<file path="src/rtl/axi_to_axi_lite_conv_if.sv">
// AXI4 (AXI_BUS) and AXI4-Lite (AXI_LITE) bus bundles used by axi_to_axi_lite_conv.
// Master/Slave modports are declared from the point of view of each bus end.

interface AXI_BUS #(
  parameter int unsigned AXI_ADDR_WIDTH = 64,
  parameter int unsigned AXI_DATA_WIDTH = 64,
  parameter int unsigned AXI_ID_WIDTH   = 4,
  parameter int unsigned AXI_USER_WIDTH = 1
);
  localparam int unsigned AXI_STRB_WIDTH = AXI_DATA_WIDTH / 8;

  logic [AXI_ID_WIDTH-1:0]   aw_id;
  logic [AXI_ADDR_WIDTH-1:0] aw_addr;
  logic [7:0]                aw_len;
  logic [2:0]                aw_size;
  logic [1:0]                aw_burst;
  logic                      aw_lock;
  logic [3:0]                aw_cache;
  logic [2:0]                aw_prot;
  logic [3:0]                aw_qos;
  logic [3:0]                aw_region;
  logic [5:0]                aw_atop;
  logic [AXI_USER_WIDTH-1:0] aw_user;
  logic                      aw_valid;
  logic                      aw_ready;

  logic [AXI_DATA_WIDTH-1:0] w_data;
  logic [AXI_STRB_WIDTH-1:0] w_strb;
  logic                      w_last;
  logic [AXI_USER_WIDTH-1:0] w_user;
  logic                      w_valid;
  logic                      w_ready;

  logic [AXI_ID_WIDTH-1:0]   b_id;
  logic [1:0]                b_resp;
  logic [AXI_USER_WIDTH-1:0] b_user;
  logic                      b_valid;
  logic                      b_ready;

  logic [AXI_ID_WIDTH-1:0]   ar_id;
  logic [AXI_ADDR_WIDTH-1:0] ar_addr;
  logic [7:0]                ar_len;
  logic [2:0]                ar_size;
  logic [1:0]                ar_burst;
  logic                      ar_lock;
  logic [3:0]                ar_cache;
  logic [2:0]                ar_prot;
  logic [3:0]                ar_qos;
  logic [3:0]                ar_region;
  logic [AXI_USER_WIDTH-1:0] ar_user;
  logic                      ar_valid;
  logic                      ar_ready;

  logic [AXI_ID_WIDTH-1:0]   r_id;
  logic [AXI_DATA_WIDTH-1:0] r_data;
  logic [1:0]                r_resp;
  logic                      r_last;
  logic [AXI_USER_WIDTH-1:0] r_user;
  logic                      r_valid;
  logic                      r_ready;

  modport Master (
    output aw_id, aw_addr, aw_len, aw_size, aw_burst, aw_lock, aw_cache, aw_prot, aw_qos,
           aw_region, aw_atop, aw_user, aw_valid,
    input  aw_ready,
    output w_data, w_strb, w_last, w_user, w_valid,
    input  w_ready,
    input  b_id, b_resp, b_user, b_valid,
    output b_ready,
    output ar_id, ar_addr, ar_len, ar_size, ar_burst, ar_lock, ar_cache, ar_prot, ar_qos,
           ar_region, ar_user, ar_valid,
    input  ar_ready,
    input  r_id, r_data, r_resp, r_last, r_user, r_valid,
    output r_ready
  );

  modport Slave (
    input  aw_id, aw_addr, aw_len, aw_size, aw_burst, aw_lock, aw_cache, aw_prot, aw_qos,
           aw_region, aw_atop, aw_user, aw_valid,
    output aw_ready,
    input  w_data, w_strb, w_last, w_user, w_valid,
    output w_ready,
    output b_id, b_resp, b_user, b_valid,
    input  b_ready,
    input  ar_id, ar_addr, ar_len, ar_size, ar_burst, ar_lock, ar_cache, ar_prot, ar_qos,
           ar_region, ar_user, ar_valid,
    output ar_ready,
    output r_id, r_data, r_resp, r_last, r_user, r_valid,
    input  r_ready
  );
endinterface

interface AXI_LITE #(
  parameter int unsigned AXI_ADDR_WIDTH = 64,
  parameter int unsigned AXI_DATA_WIDTH = 64
);
  localparam int unsigned AXI_STRB_WIDTH = AXI_DATA_WIDTH / 8;

  logic [AXI_ADDR_WIDTH-1:0] aw_addr;
  logic [2:0]                aw_prot;
  logic                      aw_valid;
  logic                      aw_ready;

  logic [AXI_DATA_WIDTH-1:0] w_data;
  logic [AXI_STRB_WIDTH-1:0] w_strb;
  logic                      w_valid;
  logic                      w_ready;

  logic [1:0]                b_resp;
  logic                      b_valid;
  logic                      b_ready;

  logic [AXI_ADDR_WIDTH-1:0] ar_addr;
  logic [2:0]                ar_prot;
  logic                      ar_valid;
  logic                      ar_ready;

  logic [AXI_DATA_WIDTH-1:0] r_data;
  logic [1:0]                r_resp;
  logic                      r_valid;
  logic                      r_ready;

  modport Master (
    output aw_addr, aw_prot, aw_valid,
    input  aw_ready,
    output w_data, w_strb, w_valid,
    input  w_ready,
    input  b_resp, b_valid,
    output b_ready,
    output ar_addr, ar_prot, ar_valid,
    input  ar_ready,
    input  r_data, r_resp, r_valid,
    output r_ready
  );

  modport Slave (
    input  aw_addr, aw_prot, aw_valid,
    output aw_ready,
    input  w_data, w_strb, w_valid,
    output w_ready,
    output b_resp, b_valid,
    input  b_ready,
    input  ar_addr, ar_prot, ar_valid,
    output ar_ready,
    output r_data, r_resp, r_valid,
    input  r_ready
  );
endinterface

</file>
<file path="src/rtl/axi_to_axi_lite_conv.sv">
// AXI4 slave to AXI4-Lite master bridge: bursts become single-beat Lite transfers.
// Define AXI_TO_LITE_WRAP_EN to convert WRAP bursts; otherwise they are answered with SLVERR.

module axi_to_axi_lite_conv #(
  parameter int unsigned AXI_ADDR_WIDTH = 64,
  parameter int unsigned AXI_DATA_WIDTH = 64,
  parameter int unsigned AXI_ID_WIDTH   = 4,
  parameter int unsigned AXI_USER_WIDTH = 1
) (
  input  logic     clk_i,
  input  logic     rst_ni,
  AXI_BUS.Slave    slv,
  AXI_LITE.Master  mst
);

  localparam int unsigned AW       = AXI_ADDR_WIDTH;
  localparam int unsigned MaxSize  = $clog2(AXI_DATA_WIDTH / 8);
  localparam logic [1:0]  RespOkay = 2'b00;
  localparam logic [1:0]  RespSlvErr = 2'b10;

  typedef enum logic [2:0] {WIdle, WReq, WResp, WBResp, WDrain} w_state_e;
  typedef enum logic [1:0] {RIdle, RReq, RData, RErr} r_state_e;

  function automatic logic [AW-1:0] beat_addr(input logic [AW-1:0] addr, input logic [7:0] len,
                                              input logic [2:0] size, input logic [1:0] burst,
                                              input logic [7:0] cnt);
    logic [AW-1:0] offs;
`ifdef AXI_TO_LITE_WRAP_EN
    logic [AW-1:0] mask;
    mask = ((AW'(len) + AW'(1)) << size) - AW'(1);
`else
    logic unused_len;
    unused_len = ^len;
`endif
    offs = AW'(cnt) << size;
    unique case (burst)
      2'b00:   beat_addr = addr;
`ifdef AXI_TO_LITE_WRAP_EN
      2'b10:   beat_addr = (addr & ~mask) | ((addr + offs) & mask);
`endif
      default: beat_addr = addr + offs;
    endcase
  endfunction

  function automatic logic bad_burst(input logic [2:0] size, input logic [1:0] burst);
    logic bad;
    bad = (size > 3'(MaxSize)) || (burst == 2'b11);
`ifndef AXI_TO_LITE_WRAP_EN
    bad = bad || (burst == 2'b10);
`endif
    return bad;
  endfunction

  // ---------------------------------------------------------------------------------------------
  // Write path
  // ---------------------------------------------------------------------------------------------
  w_state_e                w_state_q, w_state_d;
  logic [AXI_ID_WIDTH-1:0] w_id_q, w_id_d;
  logic [AW-1:0]           w_addr_q, w_addr_d;
  logic [7:0]              w_len_q, w_len_d;
  logic [2:0]              w_size_q, w_size_d;
  logic [1:0]              w_burst_q, w_burst_d;
  logic [2:0]              w_prot_q, w_prot_d;
  logic [7:0]              w_cnt_q, w_cnt_d;
  logic [1:0]              w_resp_q, w_resp_d;
  logic                    aw_done_q, aw_done_d;
  logic                    w_done_q, w_done_d;

  always_comb begin
    w_state_d = w_state_q;
    w_id_d    = w_id_q;
    w_addr_d  = w_addr_q;
    w_len_d   = w_len_q;
    w_size_d  = w_size_q;
    w_burst_d = w_burst_q;
    w_prot_d  = w_prot_q;
    w_cnt_d   = w_cnt_q;
    w_resp_d  = w_resp_q;
    aw_done_d = aw_done_q;
    w_done_d  = w_done_q;

    slv.aw_ready = 1'b0;
    slv.w_ready  = 1'b0;
    slv.b_valid  = 1'b0;
    slv.b_id     = w_id_q;
    slv.b_resp   = w_resp_q;
    slv.b_user   = '0;
    mst.aw_valid = 1'b0;
    mst.aw_addr  = beat_addr(w_addr_q, w_len_q, w_size_q, w_burst_q, w_cnt_q);
    mst.aw_prot  = w_prot_q;
    mst.w_valid  = 1'b0;
    mst.w_data   = slv.w_data;
    mst.w_strb   = slv.w_strb;
    mst.b_ready  = 1'b0;

    unique case (w_state_q)
      WIdle: begin
        // Hold off acceptance while reset is asserted so no request is taken mid-reset.
        slv.aw_ready = rst_ni;
        if (slv.aw_valid) begin
          w_id_d    = slv.aw_id;
          w_addr_d  = slv.aw_addr;
          w_len_d   = slv.aw_len;
          w_size_d  = slv.aw_size;
          w_burst_d = slv.aw_burst;
          w_prot_d  = slv.aw_prot;
          w_cnt_d   = '0;
          w_resp_d  = RespOkay;
          aw_done_d = 1'b0;
          w_done_d  = 1'b0;
          w_state_d = ((slv.aw_atop != '0) || bad_burst(slv.aw_size, slv.aw_burst)) ?
                      WDrain : WReq;
        end
      end
      WReq: begin
        mst.aw_valid = !aw_done_q;
        mst.w_valid  = slv.w_valid && !w_done_q;
        slv.w_ready  = mst.w_ready && !w_done_q;
        aw_done_d    = aw_done_q || mst.aw_ready;
        w_done_d     = w_done_q || (slv.w_valid && mst.w_ready);
        if (aw_done_d && w_done_d) begin
          aw_done_d = 1'b0;
          w_done_d  = 1'b0;
          w_state_d = WResp;
        end
      end
      WResp: begin
        mst.b_ready = 1'b1;
        if (mst.b_valid) begin
          // Response codes are ordered by severity, so the numeric max is the worst one.
          w_resp_d = (mst.b_resp > w_resp_q) ? mst.b_resp : w_resp_q;
          if (w_cnt_q == w_len_q) begin
            w_state_d = WBResp;
          end else begin
            w_cnt_d   = w_cnt_q + 8'd1;
            w_state_d = WReq;
          end
        end
      end
      WBResp: begin
        slv.b_valid = 1'b1;
        if (slv.b_ready) w_state_d = WIdle;
      end
      WDrain: begin
        slv.w_ready = 1'b1;
        if (slv.w_valid) begin
          if (w_cnt_q == w_len_q) begin
            w_resp_d  = RespSlvErr;
            w_state_d = WBResp;
          end else begin
            w_cnt_d = w_cnt_q + 8'd1;
          end
        end
      end
      default: w_state_d = WIdle;
    endcase
  end

  always_ff @(posedge clk_i) begin
    if (!rst_ni) begin
      w_state_q <= WIdle;
      w_id_q    <= '0;
      w_addr_q  <= '0;
      w_len_q   <= '0;
      w_size_q  <= '0;
      w_burst_q <= '0;
      w_prot_q  <= '0;
      w_cnt_q   <= '0;
      w_resp_q  <= RespOkay;
      aw_done_q <= 1'b0;
      w_done_q  <= 1'b0;
    end else begin
      w_state_q <= w_state_d;
      w_id_q    <= w_id_d;
      w_addr_q  <= w_addr_d;
      w_len_q   <= w_len_d;
      w_size_q  <= w_size_d;
      w_burst_q <= w_burst_d;
      w_prot_q  <= w_prot_d;
      w_cnt_q   <= w_cnt_d;
      w_resp_q  <= w_resp_d;
      aw_done_q <= aw_done_d;
      w_done_q  <= w_done_d;
    end
  end

  // ---------------------------------------------------------------------------------------------
  // Read path
  // ---------------------------------------------------------------------------------------------
  r_state_e                r_state_q, r_state_d;
  logic [AXI_ID_WIDTH-1:0] r_id_q, r_id_d;
  logic [AW-1:0]           r_addr_q, r_addr_d;
  logic [7:0]              r_len_q, r_len_d;
  logic [2:0]              r_size_q, r_size_d;
  logic [1:0]              r_burst_q, r_burst_d;
  logic [2:0]              r_prot_q, r_prot_d;
  logic [7:0]              r_cnt_q, r_cnt_d;
  logic                    r_is_last;

  assign r_is_last = (r_cnt_q == r_len_q);

  always_comb begin
    r_state_d = r_state_q;
    r_id_d    = r_id_q;
    r_addr_d  = r_addr_q;
    r_len_d   = r_len_q;
    r_size_d  = r_size_q;
    r_burst_d = r_burst_q;
    r_prot_d  = r_prot_q;
    r_cnt_d   = r_cnt_q;

    slv.ar_ready = 1'b0;
    slv.r_valid  = 1'b0;
    slv.r_id     = r_id_q;
    slv.r_data   = '0;
    slv.r_resp   = RespOkay;
    slv.r_last   = r_is_last;
    slv.r_user   = '0;
    mst.ar_valid = 1'b0;
    mst.ar_addr  = beat_addr(r_addr_q, r_len_q, r_size_q, r_burst_q, r_cnt_q);
    mst.ar_prot  = r_prot_q;
    mst.r_ready  = 1'b0;

    unique case (r_state_q)
      RIdle: begin
        slv.ar_ready = rst_ni;
        if (slv.ar_valid) begin
          r_id_d    = slv.ar_id;
          r_addr_d  = slv.ar_addr;
          r_len_d   = slv.ar_len;
          r_size_d  = slv.ar_size;
          r_burst_d = slv.ar_burst;
          r_prot_d  = slv.ar_prot;
          r_cnt_d   = '0;
          r_state_d = bad_burst(slv.ar_size, slv.ar_burst) ? RErr : RReq;
        end
      end
      RReq: begin
        mst.ar_valid = 1'b1;
        if (mst.ar_ready) r_state_d = RData;
      end
      RData: begin
        slv.r_valid = mst.r_valid;
        slv.r_data  = mst.r_data;
        slv.r_resp  = mst.r_resp;
        mst.r_ready = slv.r_ready;
        if (mst.r_valid && slv.r_ready) begin
          if (r_is_last) begin
            r_state_d = RIdle;
          end else begin
            r_cnt_d   = r_cnt_q + 8'd1;
            r_state_d = RReq;
          end
        end
      end
      RErr: begin
        slv.r_valid = 1'b1;
        slv.r_resp  = RespSlvErr;
        if (slv.r_ready) begin
          if (r_is_last) r_state_d = RIdle;
          else           r_cnt_d   = r_cnt_q + 8'd1;
        end
      end
      default: r_state_d = RIdle;
    endcase
  end

  always_ff @(posedge clk_i) begin
    if (!rst_ni) begin
      r_state_q <= RIdle;
      r_id_q    <= '0;
      r_addr_q  <= '0;
      r_len_q   <= '0;
      r_size_q  <= '0;
      r_burst_q <= '0;
      r_prot_q  <= '0;
      r_cnt_q   <= '0;
    end else begin
      r_state_q <= r_state_d;
      r_id_q    <= r_id_d;
      r_addr_q  <= r_addr_d;
      r_len_q   <= r_len_d;
      r_size_q  <= r_size_d;
      r_burst_q <= r_burst_d;
      r_prot_q  <= r_prot_d;
      r_cnt_q   <= r_cnt_d;
    end
  end

  // Sideband fields with no AXI-Lite equivalent; beat counting relies on len, not w_last.
  logic unused_sideband;
  assign unused_sideband = ^{slv.aw_lock, slv.aw_cache, slv.aw_qos, slv.aw_region, slv.aw_user,
                             slv.w_last, slv.w_user, slv.ar_lock, slv.ar_cache, slv.ar_qos,
                             slv.ar_region, slv.ar_user};

endmodule

</file>
<file path="src/flat_wrapper.sv">
// flat-port wrapper written by rule: the top's interface ports become plain ports
module axi_to_axi_lite_conv_flat 
#(
  parameter int unsigned AXI_ADDR_WIDTH = 64,
  parameter int unsigned AXI_DATA_WIDTH = 64,
  parameter int unsigned AXI_ID_WIDTH   = 4,
  parameter int unsigned AXI_USER_WIDTH = 1
)
  (clk_i, rst_ni, slv_aw_id, slv_aw_addr, slv_aw_len, slv_aw_size, slv_aw_burst, slv_aw_lock, slv_aw_cache, slv_aw_prot, slv_aw_qos, slv_aw_region, slv_aw_atop, slv_aw_user, slv_aw_valid, slv_aw_ready, slv_w_data, slv_w_strb, slv_w_last, slv_w_user, slv_w_valid, slv_w_ready, slv_b_id, slv_b_resp, slv_b_user, slv_b_valid, slv_b_ready, slv_ar_id, slv_ar_addr, slv_ar_len, slv_ar_size, slv_ar_burst, slv_ar_lock, slv_ar_cache, slv_ar_prot, slv_ar_qos, slv_ar_region, slv_ar_user, slv_ar_valid, slv_ar_ready, slv_r_id, slv_r_data, slv_r_resp, slv_r_last, slv_r_user, slv_r_valid, slv_r_ready, mst_aw_addr, mst_aw_prot, mst_aw_valid, mst_aw_ready, mst_w_data, mst_w_strb, mst_w_valid, mst_w_ready, mst_b_resp, mst_b_valid, mst_b_ready, mst_ar_addr, mst_ar_prot, mst_ar_valid, mst_ar_ready, mst_r_data, mst_r_resp, mst_r_valid, mst_r_ready);
  AXI_BUS #(.AXI_ADDR_WIDTH(AXI_ADDR_WIDTH), .AXI_DATA_WIDTH(AXI_DATA_WIDTH), .AXI_ID_WIDTH(AXI_ID_WIDTH), .AXI_USER_WIDTH(AXI_USER_WIDTH)) slv_i ();
  AXI_LITE #(.AXI_ADDR_WIDTH(AXI_ADDR_WIDTH), .AXI_DATA_WIDTH(AXI_DATA_WIDTH)) mst_i ();
  input  logic clk_i;
  input  logic rst_ni;
  input wire logic [$bits(slv_i.aw_id)-1:0] slv_aw_id;
  input wire logic [$bits(slv_i.aw_addr)-1:0] slv_aw_addr;
  input wire logic [$bits(slv_i.aw_len)-1:0] slv_aw_len;
  input wire logic [$bits(slv_i.aw_size)-1:0] slv_aw_size;
  input wire logic [$bits(slv_i.aw_burst)-1:0] slv_aw_burst;
  input wire logic [$bits(slv_i.aw_lock)-1:0] slv_aw_lock;
  input wire logic [$bits(slv_i.aw_cache)-1:0] slv_aw_cache;
  input wire logic [$bits(slv_i.aw_prot)-1:0] slv_aw_prot;
  input wire logic [$bits(slv_i.aw_qos)-1:0] slv_aw_qos;
  input wire logic [$bits(slv_i.aw_region)-1:0] slv_aw_region;
  input wire logic [$bits(slv_i.aw_atop)-1:0] slv_aw_atop;
  input wire logic [$bits(slv_i.aw_user)-1:0] slv_aw_user;
  input wire logic [$bits(slv_i.aw_valid)-1:0] slv_aw_valid;
  output wire logic [$bits(slv_i.aw_ready)-1:0] slv_aw_ready;
  input wire logic [$bits(slv_i.w_data)-1:0] slv_w_data;
  input wire logic [$bits(slv_i.w_strb)-1:0] slv_w_strb;
  input wire logic [$bits(slv_i.w_last)-1:0] slv_w_last;
  input wire logic [$bits(slv_i.w_user)-1:0] slv_w_user;
  input wire logic [$bits(slv_i.w_valid)-1:0] slv_w_valid;
  output wire logic [$bits(slv_i.w_ready)-1:0] slv_w_ready;
  output wire logic [$bits(slv_i.b_id)-1:0] slv_b_id;
  output wire logic [$bits(slv_i.b_resp)-1:0] slv_b_resp;
  output wire logic [$bits(slv_i.b_user)-1:0] slv_b_user;
  output wire logic [$bits(slv_i.b_valid)-1:0] slv_b_valid;
  input wire logic [$bits(slv_i.b_ready)-1:0] slv_b_ready;
  input wire logic [$bits(slv_i.ar_id)-1:0] slv_ar_id;
  input wire logic [$bits(slv_i.ar_addr)-1:0] slv_ar_addr;
  input wire logic [$bits(slv_i.ar_len)-1:0] slv_ar_len;
  input wire logic [$bits(slv_i.ar_size)-1:0] slv_ar_size;
  input wire logic [$bits(slv_i.ar_burst)-1:0] slv_ar_burst;
  input wire logic [$bits(slv_i.ar_lock)-1:0] slv_ar_lock;
  input wire logic [$bits(slv_i.ar_cache)-1:0] slv_ar_cache;
  input wire logic [$bits(slv_i.ar_prot)-1:0] slv_ar_prot;
  input wire logic [$bits(slv_i.ar_qos)-1:0] slv_ar_qos;
  input wire logic [$bits(slv_i.ar_region)-1:0] slv_ar_region;
  input wire logic [$bits(slv_i.ar_user)-1:0] slv_ar_user;
  input wire logic [$bits(slv_i.ar_valid)-1:0] slv_ar_valid;
  output wire logic [$bits(slv_i.ar_ready)-1:0] slv_ar_ready;
  output wire logic [$bits(slv_i.r_id)-1:0] slv_r_id;
  output wire logic [$bits(slv_i.r_data)-1:0] slv_r_data;
  output wire logic [$bits(slv_i.r_resp)-1:0] slv_r_resp;
  output wire logic [$bits(slv_i.r_last)-1:0] slv_r_last;
  output wire logic [$bits(slv_i.r_user)-1:0] slv_r_user;
  output wire logic [$bits(slv_i.r_valid)-1:0] slv_r_valid;
  input wire logic [$bits(slv_i.r_ready)-1:0] slv_r_ready;
  output wire logic [$bits(mst_i.aw_addr)-1:0] mst_aw_addr;
  output wire logic [$bits(mst_i.aw_prot)-1:0] mst_aw_prot;
  output wire logic [$bits(mst_i.aw_valid)-1:0] mst_aw_valid;
  input wire logic [$bits(mst_i.aw_ready)-1:0] mst_aw_ready;
  output wire logic [$bits(mst_i.w_data)-1:0] mst_w_data;
  output wire logic [$bits(mst_i.w_strb)-1:0] mst_w_strb;
  output wire logic [$bits(mst_i.w_valid)-1:0] mst_w_valid;
  input wire logic [$bits(mst_i.w_ready)-1:0] mst_w_ready;
  input wire logic [$bits(mst_i.b_resp)-1:0] mst_b_resp;
  input wire logic [$bits(mst_i.b_valid)-1:0] mst_b_valid;
  output wire logic [$bits(mst_i.b_ready)-1:0] mst_b_ready;
  output wire logic [$bits(mst_i.ar_addr)-1:0] mst_ar_addr;
  output wire logic [$bits(mst_i.ar_prot)-1:0] mst_ar_prot;
  output wire logic [$bits(mst_i.ar_valid)-1:0] mst_ar_valid;
  input wire logic [$bits(mst_i.ar_ready)-1:0] mst_ar_ready;
  input wire logic [$bits(mst_i.r_data)-1:0] mst_r_data;
  input wire logic [$bits(mst_i.r_resp)-1:0] mst_r_resp;
  input wire logic [$bits(mst_i.r_valid)-1:0] mst_r_valid;
  output wire logic [$bits(mst_i.r_ready)-1:0] mst_r_ready;
  assign slv_i.aw_id = slv_aw_id;
  assign slv_i.aw_addr = slv_aw_addr;
  assign slv_i.aw_len = slv_aw_len;
  assign slv_i.aw_size = slv_aw_size;
  assign slv_i.aw_burst = slv_aw_burst;
  assign slv_i.aw_lock = slv_aw_lock;
  assign slv_i.aw_cache = slv_aw_cache;
  assign slv_i.aw_prot = slv_aw_prot;
  assign slv_i.aw_qos = slv_aw_qos;
  assign slv_i.aw_region = slv_aw_region;
  assign slv_i.aw_atop = slv_aw_atop;
  assign slv_i.aw_user = slv_aw_user;
  assign slv_i.aw_valid = slv_aw_valid;
  assign slv_aw_ready = slv_i.aw_ready;
  assign slv_i.w_data = slv_w_data;
  assign slv_i.w_strb = slv_w_strb;
  assign slv_i.w_last = slv_w_last;
  assign slv_i.w_user = slv_w_user;
  assign slv_i.w_valid = slv_w_valid;
  assign slv_w_ready = slv_i.w_ready;
  assign slv_b_id = slv_i.b_id;
  assign slv_b_resp = slv_i.b_resp;
  assign slv_b_user = slv_i.b_user;
  assign slv_b_valid = slv_i.b_valid;
  assign slv_i.b_ready = slv_b_ready;
  assign slv_i.ar_id = slv_ar_id;
  assign slv_i.ar_addr = slv_ar_addr;
  assign slv_i.ar_len = slv_ar_len;
  assign slv_i.ar_size = slv_ar_size;
  assign slv_i.ar_burst = slv_ar_burst;
  assign slv_i.ar_lock = slv_ar_lock;
  assign slv_i.ar_cache = slv_ar_cache;
  assign slv_i.ar_prot = slv_ar_prot;
  assign slv_i.ar_qos = slv_ar_qos;
  assign slv_i.ar_region = slv_ar_region;
  assign slv_i.ar_user = slv_ar_user;
  assign slv_i.ar_valid = slv_ar_valid;
  assign slv_ar_ready = slv_i.ar_ready;
  assign slv_r_id = slv_i.r_id;
  assign slv_r_data = slv_i.r_data;
  assign slv_r_resp = slv_i.r_resp;
  assign slv_r_last = slv_i.r_last;
  assign slv_r_user = slv_i.r_user;
  assign slv_r_valid = slv_i.r_valid;
  assign slv_i.r_ready = slv_r_ready;
  assign mst_aw_addr = mst_i.aw_addr;
  assign mst_aw_prot = mst_i.aw_prot;
  assign mst_aw_valid = mst_i.aw_valid;
  assign mst_i.aw_ready = mst_aw_ready;
  assign mst_w_data = mst_i.w_data;
  assign mst_w_strb = mst_i.w_strb;
  assign mst_w_valid = mst_i.w_valid;
  assign mst_i.w_ready = mst_w_ready;
  assign mst_i.b_resp = mst_b_resp;
  assign mst_i.b_valid = mst_b_valid;
  assign mst_b_ready = mst_i.b_ready;
  assign mst_ar_addr = mst_i.ar_addr;
  assign mst_ar_prot = mst_i.ar_prot;
  assign mst_ar_valid = mst_i.ar_valid;
  assign mst_i.ar_ready = mst_ar_ready;
  assign mst_i.r_data = mst_r_data;
  assign mst_i.r_resp = mst_r_resp;
  assign mst_i.r_valid = mst_r_valid;
  assign mst_r_ready = mst_i.r_ready;
  axi_to_axi_lite_conv #(.AXI_ADDR_WIDTH(AXI_ADDR_WIDTH), .AXI_DATA_WIDTH(AXI_DATA_WIDTH), .AXI_ID_WIDTH(AXI_ID_WIDTH), .AXI_USER_WIDTH(AXI_USER_WIDTH)) u_core (.clk_i(clk_i), .rst_ni(rst_ni), .slv(slv_i), .mst(mst_i));
endmodule
</file>
<file path="config.mk">
export PLATFORM = sky130hd
export DESIGN_NAME = axi_to_axi_lite_conv_flat
export DESIGN_NICKNAME = d
export VERILOG_FILES = /design/src/rtl/axi_to_axi_lite_conv_if.sv /design/src/rtl/axi_to_axi_lite_conv.sv /design/src/flat_wrapper.sv
export SDC_FILE = /design/constraint.sdc
export NUM_CORES = 1
export LEC_CHECK = 0
export BUFFER_PORTS_ARGS = -buffer_cell sky130_fd_sc_hd__buf_2
export CAP_MARGIN = 15
export CORE_AREA = 8 8 247 249
export CTS_CLUSTER_DIAMETER = 60
export CTS_CLUSTER_SIZE = 14
export DETAILED_ROUTE_END_ITERATION = 12
export DIE_AREA = 0 0 255 257
export PLACE_DENSITY = 0.52
export SLEW_MARGIN = 20
export SYNTH_ARGS = -nofsm -noshare
export SYNTH_HDL_FRONTEND = slang
export SYNTH_SLANG_ARGS = --single-unit
</file>
<file path="constraint.sdc">
create_clock -name clk_i -period 6.4 [get_ports clk_i]
set_clock_uncertainty 0.1 [all_clocks]
set_input_delay 0.64 -clock clk_i [delete_from_list [all_inputs] [get_ports clk_i]]
set_output_delay 0.64 -clock clk_i [all_outputs]
set_load 0.05 [all_outputs]
</file>
Word level (Yosys, flattened, before mapping)
Index checks and enable logic that the tools add are counted.
{"block": "word_totals", "ff_bits": 193, "ram_bits": 0, "latchBits": 0, "rom_bits": 0, "n_memories": 0}
{"block": "op_classes", "n_bitwise": 0, "addsub": 4, "mul": 0, "shift": 2, "muxes": 52, "magnitude_cmp": 3, "reduce_logical": 30, "n_eq_ne": 25, "div_mod_pow": 0}
{"operator": "$mux 64", "count": 3}
{"operator": "$add 64x64->64", "count": 2}
{"operator": "$shl 8x3->64", "count": 2}
{"operator": "$mux 8", "count": 8}
{"operator": "$pmux 8 s3", "count": 2}
{"operator": "$mux 2", "count": 12}
{"operator": "$mux 3", "count": 7}
{"operator": "$add 8x1->8 const B", "count": 2}
{"operator": "$eq 8x8->1", "count": 2}
{"operator": "$ne 2x2->1 const B", "count": 8}
{"operator": "$pmux 3 s5", "count": 1}
{"operator": "$eq 2x2->1 const B", "count": 6}
{"operator": "$mux 1", "count": 12}
{"operator": "$reduce_and 6->1", "count": 2}
{"operator": "$ne 2x1->1 const B", "count": 4}
{"operator": "$pmux 1 s2", "count": 4}
{"operator": "$pmux 2 s4", "count": 1}
{"operator": "$reduce_and 4->1", "count": 2}
{"operator": "$logic_or 1x1->1", "count": 7}
{"operator": "$eq 3x2->1 const B", "count": 2}
{"operator": "$gt 3x2->1 const B", "count": 2}
{"operator": "$logic_not 2->1", "count": 3}
{"operator": "$pmux 2 s3", "count": 1}
{"operator": "$reduce_and 2->1", "count": 3}
{"operator": "12 further kinds", "count": 18}

Logic depth before layout (Yosys ltp)
Gate-level depths: netlist of the first run.
{"block": "logic_depth", "word_depth": 7, "mapped_depth": 16, "depth_no_buf": 13}

Worst setup path after synthesis of the first run
Ideal clock, no wire load.
{"block": "synth_timing", "path_type": "register to output", "startpoint": "reg u_core.w_size_q[1]", "endpoint": "out mst_aw_addr[9]", "slack_ns": 1.445, "required_time_ns": 5.660, "path_buffers": 2, "t_arrival_ns": 4.215, "stages_incl_launch_ff": 13, "path_cell_list": "dfxtp_1 -> clkbuf_1 -> clkbuf_1 -> mux2i_1 -> mux2_2 -> o22ai_1 -> ha_1 -> a21o_1 -> a31oi_1 -> a21o_1 -> a21boi_0 -> o21ai_0 -> o311ai_0"}
{"block": "synth_via", "elab_chain_cells": 3}
{"element": "start: declaration", "line": "axi_to_axi_lite_conv.sv:61", "source": "logic [2:0] w_size_q, w_size_d;"}
{"element": "start signal: assignment", "line": "axi_to_axi_lite_conv.sv:177", "source": "w_size_q <= w_size_d;"}
{"element": "$shl 8x3->64", "line": "axi_to_axi_lite_conv.sv:35", "source": "offs = AW'(cnt) << size;"}
{"element": "$add 64x64->64", "line": "axi_to_axi_lite_conv.sv:41", "source": "default: beat_addr = addr + offs;"}
{"element": "$mux 64", "line": "axi_to_axi_lite_conv.sv:36", "source": "unique case (burst)"}
{"element": "end: declaration", "line": "flat_wrapper.sv:59", "source": "output wire logic [$bits(mst_i.aw_addr)-1:0] mst_aw_addr;"}
No other way between the ends.

Final worst setup path of the first run
{"block": "layout_timing", "startpoint": "reg u_core.r_size_q[1]", "endpoint": "out mst_ar_addr[56]"}
{"block": "layout_via", "elab_chain_cells": 3}
{"element": "start: declaration", "line": "axi_to_axi_lite_conv.sv:194", "source": "logic [2:0] r_size_q, r_size_d;"}
{"element": "start signal: assignment", "line": "axi_to_axi_lite_conv.sv:283", "source": "r_size_q <= r_size_d;"}
{"element": "$shl 8x3->64", "line": "axi_to_axi_lite_conv.sv:35"}
{"element": "$add 64x64->64", "line": "axi_to_axi_lite_conv.sv:41"}
{"element": "$mux 64", "line": "axi_to_axi_lite_conv.sv:36"}
{"element": "end: declaration", "line": "flat_wrapper.sv:70", "source": "output wire logic [$bits(mst_i.ar_addr)-1:0] mst_ar_addr;"}
No other way between the ends.

==> results.ini, run 1 <==
[cts]
postCtsResizedCells = 0
clock-sinks = 193
cts_tree = done
ctsHoldBuffers = 0
post_cts_buffers = 0
clkSlewWorstSetupHoldPaths_ns = 0.08
cts-root-buf = clkbuf_16
cts_max_level = 4
cts_buffers = 17
cts_max_path_buffers = 2
clock_latency_ns = 0.49

[power_and_ir_drop]
power_density_nw_per_um2 = 361
clkPwrFrac_pct = 19.0
power_switching_mw = 3.06
irDropWorstVdd_mv = 0.355
pwr-share-comb_pct = 51.5
intPower_mw = 2.75
p_leak_nw = 7.09
pwr-share-seq_pct = 29.5
power_mw = 5.81
swShare_pct = 52.6

[setup_path]
worstSetupEndpoint = mst_ar_addr[56]
worstRegToRegCells = 5
crit_path_max_fanout = 16
crit_type = register to output port
critPathLaunch = u_core.r_size_q[1]
arrival_ns = 4.93
required_ns = 5.66
start_kind = register
crit_cells = 14
path_delay_family = simple AND/OR/NAND/NOR gates
crit_path_end_kind = output port
worst_path_largest_cell_delay_ns = 0.70
critPathMostFrequentCell = nand2_1
reg2reg_slack_ns = 3.75
worstReg2RegEnd = u_core.r_cnt_q[3]
cp_cell_sequence = mux2_2 -> nand2_1 -> o21ai_0 -> nor2_1 -> a21oi_1 -> ha_1 -> and2_1 -> nand2_1 -> nor4_1 -> o31a_1 -> or2_1 -> nand4_1 -> xnor2_1 -> buf_2
timing.rr.start = u_core.r_state_q[1]
cp_num_buf_inv = 1
slowest_stage = or2_1

[final_layout]
multi_input_area_um2 = 8180
final_cell_area_um2 = 16100
final_cells = 2863
drive_above_1_share_pct = 26.7
fillCellCount = 6282
area.sequential_um2 = 3860
nNetsFinal = 2474
final_core_util_pct = 28.2
syn_to_final_growth_pct = 23.2

[floorplan]
ios = 651
placeableCoreArea_um2 = 57000
die_x_um = 255
dieHeight_um = 257
placementRows = 88
initial_core_util_pct = 22.9
die_area_um2 = 65500

[timing]
finalSetupViolCount = 0
worst_slew_pin_slew_ns = 1.02
slew_headroom_pct = 31.5
timing.fmax_ghz = 0.177
whs_ns = 0.276
min_period_ns = 5.67
fin_setup_tns_ns = 0
worst_slack_ns = 0.735
fin_crit_sh_pct = 88.5
hold_viol = 0
slew_violations = 0
rsz0062_at_grt = no

[global_routing]
grt_antenna_before_repair = 5
grt.total_usage_pct = 15.9
grt_max_degree = 85
grt-ovfl-total = 0
grt_pass1_vias = 13000
grt_pass1_wl_um = 79900

[logic_synthesis]
syn_area_um2 = 13100
seq_area_frac_synth_pct = 29.6
ys.flop_type = dfxtp_1
synth-seq-cells = 193
synth-edff-count = 0
synth.avg_cell_area_um2 = 7.43
synth_async_sr_flop_share_pct = 0
yosys_warnings = 0
ys_types = 75
postSynthCellCount = 1757

[drt]
viasPerCell = 4.67
firstDrtPassIters = 5
drt_iter0_markers = 736
ant_nets = 0
wl_met3_um = 4090
wl_met2_um = 26700
drc = 0
drt-wirelength-per-cell_um = 19.1
drt-met1-wl_um = 21400
num_vias = 13400
top_layer_used = met4
wl_um = 54800

[hold_path]
hp-class = primary input to register
worstHoldStart = slv_aw_addr[51]

[place]
place_area_um2 = 15500
dp.cells = 2828
gp_congestion = 0.941
dp_slack_ns = 1.33
dp.final_hpwl_um = 44500
portBuffers = 474

[outcome]
status = complete, no violations

[job]
drv_cap = 0

-- cell families after synthesis --
logic type | Yosys count | share of synthesized area, %
and+or+nand+nor | 824 | 29.7
AOI/OAI and AO/OA | 336 | 17.1
DFF | 193 | 29.6
buffers and inverters | 192 | 7.94
xor gates and xnor gates | 146 | 9.80
adders and majority gates | 36 | 3.57
muxes | 29 | 2.32
other | 1 | 0.0287
-- metal layers --
metal	vias to the layer above	global-route usage, %
met5	-	0
met4	0	8.31
met3	81	4.20
met2	489	27.3
met1	6277	17.9
li1	6529	-
-- synthesized netlist by cell type (3+ instances only) --
cell,n,area (um^2)
a211o_1,3,26.3
a211oi_1,5,37.5
a21boi_0,114,856
a21o_1,13,97.6
a21oi_1,109,546
a31oi_1,5,31.3
and2_1,82,513
and3_1,36,225
and4_1,11,96.3
buf_1,10,37.5
buf_2,9,45.0
buf_4,75,563
buf_6,3,33.8
clkbuf_1,83,312
dfxtp_1,193,3860
ha_1,34,425
inv_1,12,45.0
mux2_2,10,113
mux2i_1,19,190
nand2_1,445,1670
nand2b_1,10,62.6
nand3_1,38,190
nand3_2,7,70.1
nand4_1,41,257
nand4_2,3,37.5
nand4b_1,3,26.3
nor2_1,83,312
nor2b_1,12,75.1
nor3_1,24,120
nor3b_1,4,30.0
nor4_1,6,37.5
o2111ai_1,3,26.3
o211ai_1,4,30.0
o21a_1,8,60.1
o21ai_0,28,140
o21bai_1,3,22.5
o22ai_1,9,56.3
o31ai_1,3,22.5
o31ai_2,3,37.5
or3_1,5,31.3
xnor2_1,93,815
xor2_1,53,464
-- how the worst min path moves through the flow --
stage               cells past startpoint               endpoint
finish                                  3    u_core.w_addr_q[51]
global route                            3      u_core.w_len_q[4]
CTS                                     3  u_core.mst.aw_prot[0]
detailed placement                      2    u_core.r_addr_q[60]
global placement                        2  u_core.mst.aw_prot[1]
floorplan                               2    u_core.r_addr_q[60]
-- power by group through the flow --
| stage | logic (mW) | registers (mW) | clock network [mW] |
|---|---|---|---|
| global route | 3.21 | 1.76 | 1.20 |
| floorplan | 2.36 | 1.67 | 0 |
| global placement | 3.01 | 1.73 | 0 |
| CTS | 3.04 | 1.71 | 1.15 |
| detailed placement | 3.03 | 1.74 | 0 |
| finish | 2.99 | 1.72 | 1.10 |
-- worst register-to-register path, delay by kind of cell, from the launching register on --
family,cells,cell delay [ns]
flops,1,0.64
simple gates,4,1.28
buf+inv,1,0.56
-- area by class of cell --
class,count,share of cell area (%)
flip-flops and latches,193,24.0
clock buffers,19,2.82
well taps,765,5.95
multi-input cells,1373,50.8
diodes,3,0.0467
inverters,12,0.280
repair buffers,485,15.3
clock inverters,13,0.786
-- sequential cells by signal (all words and copies together), names as in the netlist --
| register | flops |
|---|---|
| u_core.slv.r_id | 4 |
| u_core.w_state_q | 3 |
| u_core.r_state_q | 2 |
| u_core.w_size_q | 3 |
| u_core.w_len_q | 8 |
| u_core.w_addr_q | 64 |
| u_core.slv.b_id | 4 |
| u_core.w_done_q | 1 |
| u_core.slv.b_resp | 2 |
| u_core.r_len_q | 8 |
| u_core.aw_done_q | 1 |
| u_core.r_cnt_q | 8 |
| u_core.w_cnt_q | 8 |
| u_core.mst.aw_prot | 3 |
| u_core.r_addr_q | 64 |
| u_core.w_burst_q | 2 |
| u_core.r_size_q | 3 |
| u_core.r_burst_q | 2 |
| u_core.mst.ar_prot | 3 |
-- layout by cell type, fill, tap and decap left out, types with 4 or more instances in the layout --
master / n
inv_1: 11
and4_1: 11
mux2i_1: 19
a31oi_1: 5
nand2b_1: 10
nor3b_1: 4
nand2_1: 444
buf_4: 12
o21a_1: 8
nand3_1: 38
xnor2_1: 93
or3_1: 4
nand4_1: 41
mux2_2: 10
xor2_1: 53
a211oi_1: 5
clkbuf_16: 17
inv_6: 5
nor4_1: 6
a21oi_1: 109
ha_1: 34
a21o_1: 13
dfxtp_1: 193
o211ai_1: 4
a21boi_0: 114
o22ai_1: 9
nor2b_1: 11
buf_2: 473
and3_1: 36
o21ai_0: 28
nor3_1: 23
nor2_1: 83
nand3_2: 7
and2_1: 81
No activity file was read; power rests on OpenSTA's default activity.
==> run 2: changes to the inputs <==
--- a/config.mk
+++ b/config.mk
@@ -5,14 +5,15 @@
 export SDC_FILE = /design/constraint.sdc
 export NUM_CORES = 1
 export LEC_CHECK = 0
+export ABC_AREA = 1
 export BUFFER_PORTS_ARGS = -buffer_cell sky130_fd_sc_hd__buf_2
 export CAP_MARGIN = 15
-export CORE_AREA = 8 8 247 249
+export CORE_AREA = 8 8 246 248
 export CTS_CLUSTER_DIAMETER = 60
 export CTS_CLUSTER_SIZE = 14
 export DETAILED_ROUTE_END_ITERATION = 12
-export DIE_AREA = 0 0 255 257
-export PLACE_DENSITY = 0.52
+export DIE_AREA = 0 0 254 256
+export PLACE_DENSITY = 0.57
 export SLEW_MARGIN = 20
 export SYNTH_ARGS = -nofsm -noshare
 export SYNTH_HDL_FRONTEND = slang
==> results.ini, run 2 <==
[final_layout]
nNetsFinal = 3350  ; +35%
final_cell_area_um2 = 18400  ; +15%
layout_commonest_cell = nand2_1
final_core_util_pct = 32.4  ; +4.2 points
reg_top3 = u_core.r_addr_q (64), u_core.w_addr_q (64)
fillCellCount = 6476  ; +3.1%
syn_to_final_growth_pct = 19.2
layout_common_cells = 632 x nand2_1, 473 x buf_2, 375 x nor2_1
drive_above_1_share_pct = 19.5  ; -7.2 points

[setup_path]
critPathLaunch = u_core.w_size_q[0]
arrival_ns = 4.10  ; -0.83 ns
required_ns = 5.66  ; about the same
reg2reg_slack_ns = 3.31  ; -0.44 ns
timing.rr.start = u_core.w_state_q[1]
critPathMostFrequentCell = nand2_1
start_kind = register
crit_path_max_fanout = 13  ; -3
slowest_stage = dfxtp_1
crit_type = register to output port
cp_cell_sequence = inv_1 -> o21ai_0 -> nor2_1 -> a31oi_1 -> mux2i_1 -> ha_1 -> nand2_1 -> nor2_1 -> nand2_1 -> nand3b_1 -> nand3_1 -> nand2_1 -> nand2_1 -> nand2_1 -> inv_1 -> buf_2
worstRegToRegCells = 9  ; +4
worst_path_largest_cell_delay_ns = 0.53  ; -0.17 ns
crit_path_end_kind = output port
worstReg2RegEnd = u_core.w_addr_q[58]
worstSetupEndpoint = mst_aw_addr[53]

[floorplan]
initial_core_util_pct = 27.2  ; +4.3 points
die_area_um2 = 65000  ; -0.78%
die_x_um = 254  ; -0.39%
placeableCoreArea_um2 = 56800  ; -0.39%
dieHeight_um = 256  ; -0.39%
placementRows = 88  ; unchanged
ios = 651  ; unchanged

[cts]
post_cts_buffers = 0  ; unchanged
clkSlewWorstSetupHoldPaths_ns = 0.08  ; about the same
cts_tree = done
ctsHoldBuffers = 0  ; unchanged
cts_max_path_buffers = 2  ; unchanged
cts_buffers = 17  ; unchanged
postCtsResizedCells = 0  ; unchanged
clock_latency_ns = 0.49  ; about the same
cts-root-buf = clkbuf_16
cts_max_level = 4  ; unchanged
clock-sinks = 193  ; unchanged

[place]
portBuffers = 474  ; unchanged
place_area_um2 = 17800  ; +15%
dp.final_hpwl_um = 50900  ; +14%
gp_congestion = 0.937  ; -0.43%

[power_and_ir_drop]
power_switching_mw = 4.28  ; +40%
swShare_pct = 57.5  ; +4.9 points
intPower_mw = 3.16  ; +15%
pwr-share-comb_pct = 57.7  ; +6.2 points
clkPwrFrac_pct = 16.1  ; -2.9 points
power_density_nw_per_um2 = 403  ; +12%
p_leak_nw = 9.07  ; +28%
power_mw = 7.44  ; +28%
pwr-share-seq_pct = 26.3  ; -3.2 points
irDropWorstVdd_mv = 0.234  ; -34%

[logic_synthesis]
ys.flop_type = dfxtp_1
synth-seq-cells = 193  ; unchanged
synth_area_leaders = dfxtp_1 25%, nand2_1 15%, nor2_1 9.1%
yosys_warnings = 0  ; unchanged
syn_area_um2 = 15500  ; +18%
synth_async_sr_flop_share_pct = 0  ; unchanged
synth_top_area_share_pct = 25.0  ; -4.6 points
postSynthCellCount = 2632  ; +50%
synth_common_cells = 632 x nand2_1, 376 x nor2_1, 350 x inv_1
synth_area_leader_cell = dfxtp_1
synth-edff-count = 0  ; unchanged
synth.avg_cell_area_um2 = 5.88  ; -21%
seq_area_frac_synth_pct = 25.0  ; -4.6 points
synth_most_common_cell = nand2_1
ys_types = 49  ; -35%

[timing]
hold_viol = 0  ; unchanged
timing.fmax_ghz = 0.206  ; +17%
fin_crit_sh_pct = 75.7  ; -13 points
fin_setup_tns_ns = 0  ; unchanged
worst_slew_pin_slew_ns = 0.856  ; -0.162 ns
whs_ns = 0.263  ; -0.0133 ns
finalSetupViolCount = 0  ; unchanged
rsz0062_at_grt = no
slew_headroom_pct = 43.0  ; +11 points
slew_violations = 0  ; unchanged
min_period_ns = 4.84  ; -0.822 ns

[drt]
drc = 0  ; unchanged
ant_nets = 0  ; unchanged
drt_iter0_markers = 1061  ; +44%
firstDrtPassIters = 5  ; unchanged
drt-wirelength-per-cell_um = 16.9  ; -12%
wl_um = 63100  ; +15%
viasPerCell = 4.71  ; +0.74%
num_vias = 17600  ; +31%

[global_routing]
grt_pass1_wl_um = 95900  ; +20%
grt_antenna_before_repair = 1  ; -4
grt_pass1_vias = 16800  ; +30%
grt.total_usage_pct = 18.7  ; +2.8 points
grt_max_degree = 96  ; +13%
grt-ovfl-total = 0  ; unchanged

[outcome]
status = complete, no violations

[hold_path]
hp-class = primary input to register

[job]
drv_cap = 0  ; unchanged

## run 2: changes by cell type in the layout (fill, tap and decap cells not counted), moves of 29 or more
cell / delta
nor2_1: +292
nand2_1: +188
a21boi_0: -114
nand4_1: +64
inv_1: +337
xor2_1: -29
and3_1: -35
o21ai_0: +209
a21oi_1: +46
nand3_1: +115
and2_1: -80
xnor2_1: -76
## run 2: metal layers
metal / up-vias / wire [um] / track usage (%)
met5: - / 0 / 0
met4: 0 / 2140 / 7.60
met3: 99 / 4560 / 4.44
met2: 580 / 29600 / 31.5
met1: 7894 / 26800 / 22.5
li1: 9010 / - / -
## run 2: metrics by stage
stage	worst slack, ns	instances
3_5_place_dp	2.03	3704
6_report	1.56	3736
4_1_cts	1.47	3735
5_1_grt	1.12	3736
3_3_place_gp	2.07	3704
2_1_floorplan	2.58	2633
## run 2: cells by family (layout without fill, tap and decap cells)
logic type               after synthesis  in the layout  synth area share, %
adder cells (fa/ha/maj)               36             36                 3.01
AO/OA/AOI/OAI                        412            412                 13.6
AND/OR/NAND/NOR                     1400           1400                 39.7
multiplexers                           9              9                0.583
XOR/XNOR                              41             41                 2.32
other                                  1              3               0.0242
flip-flops                           193            193                 25.0
buffers and inverters                540            877                 15.8
## run 2: cell type report
| type | count | area, um^2 | share of cell area, % |
|---|---|---|---|
| tap | 765 | 957 | 5.19 |
| clock inverter | 10 | 146 | 0.794 |
| inverter | 361 | 1360 | 7.40 |
| antenna | 1 | 2.50 | 0.0136 |
| multi-input combinational | 1900 | 9170 | 49.8 |
| clock buffer | 21 | 470 | 2.55 |
| sequential | 193 | 3860 | 21.0 |
| timing repair buffer | 485 | 2460 | 13.3 |
## run 2: how the worst min path moves through the flow
stage	end	depth (start not counted)	slack, ns	from
after floorplan	u_core.w_addr_q[0]	2	0.34	u_core.w_addr_q[0]
after global placement	u_core.w_len_q[6]	2	0.36	u_core.w_len_q[6]
after detailed placement	u_core.w_addr_q[2]	2	0.37	u_core.w_addr_q[2]
after CTS	u_core.w_len_q[4]	3	0.21	slv_aw_len[4]
after global routing	u_core.w_len_q[4]	3	0.23	slv_aw_len[4]
final	u_core.mst.aw_prot[0]	3	0.26	slv_aw_prot[0]
## run 2: power groups by stage
| stage | Combinational [mW] | Sequential (mW) | Clock [mW] |
|---|---|---|---|
| floorplan | 3.35 | 1.89 | 0 |
| global placement | 4.30 | 1.96 | 0 |
| detailed placement | 4.32 | 1.96 | 0 |
| CTS | 4.33 | 1.94 | 1.24 |
| global route | 4.67 | 2.00 | 1.28 |
| finish | 4.29 | 1.95 | 1.20 |
## run 2: worst max-delay path, delay by kind of cell (launching register included)
family                   cells  cell delay [ns]
flip-flops                   1             0.53
AND/OR/NAND/NOR              9             1.42
AO/OA/AOI/OAI                2             0.47
adder cells (fa/ha/maj)      1             0.39
buffers and inverters        3             0.62
multiplexers                 1             0.15
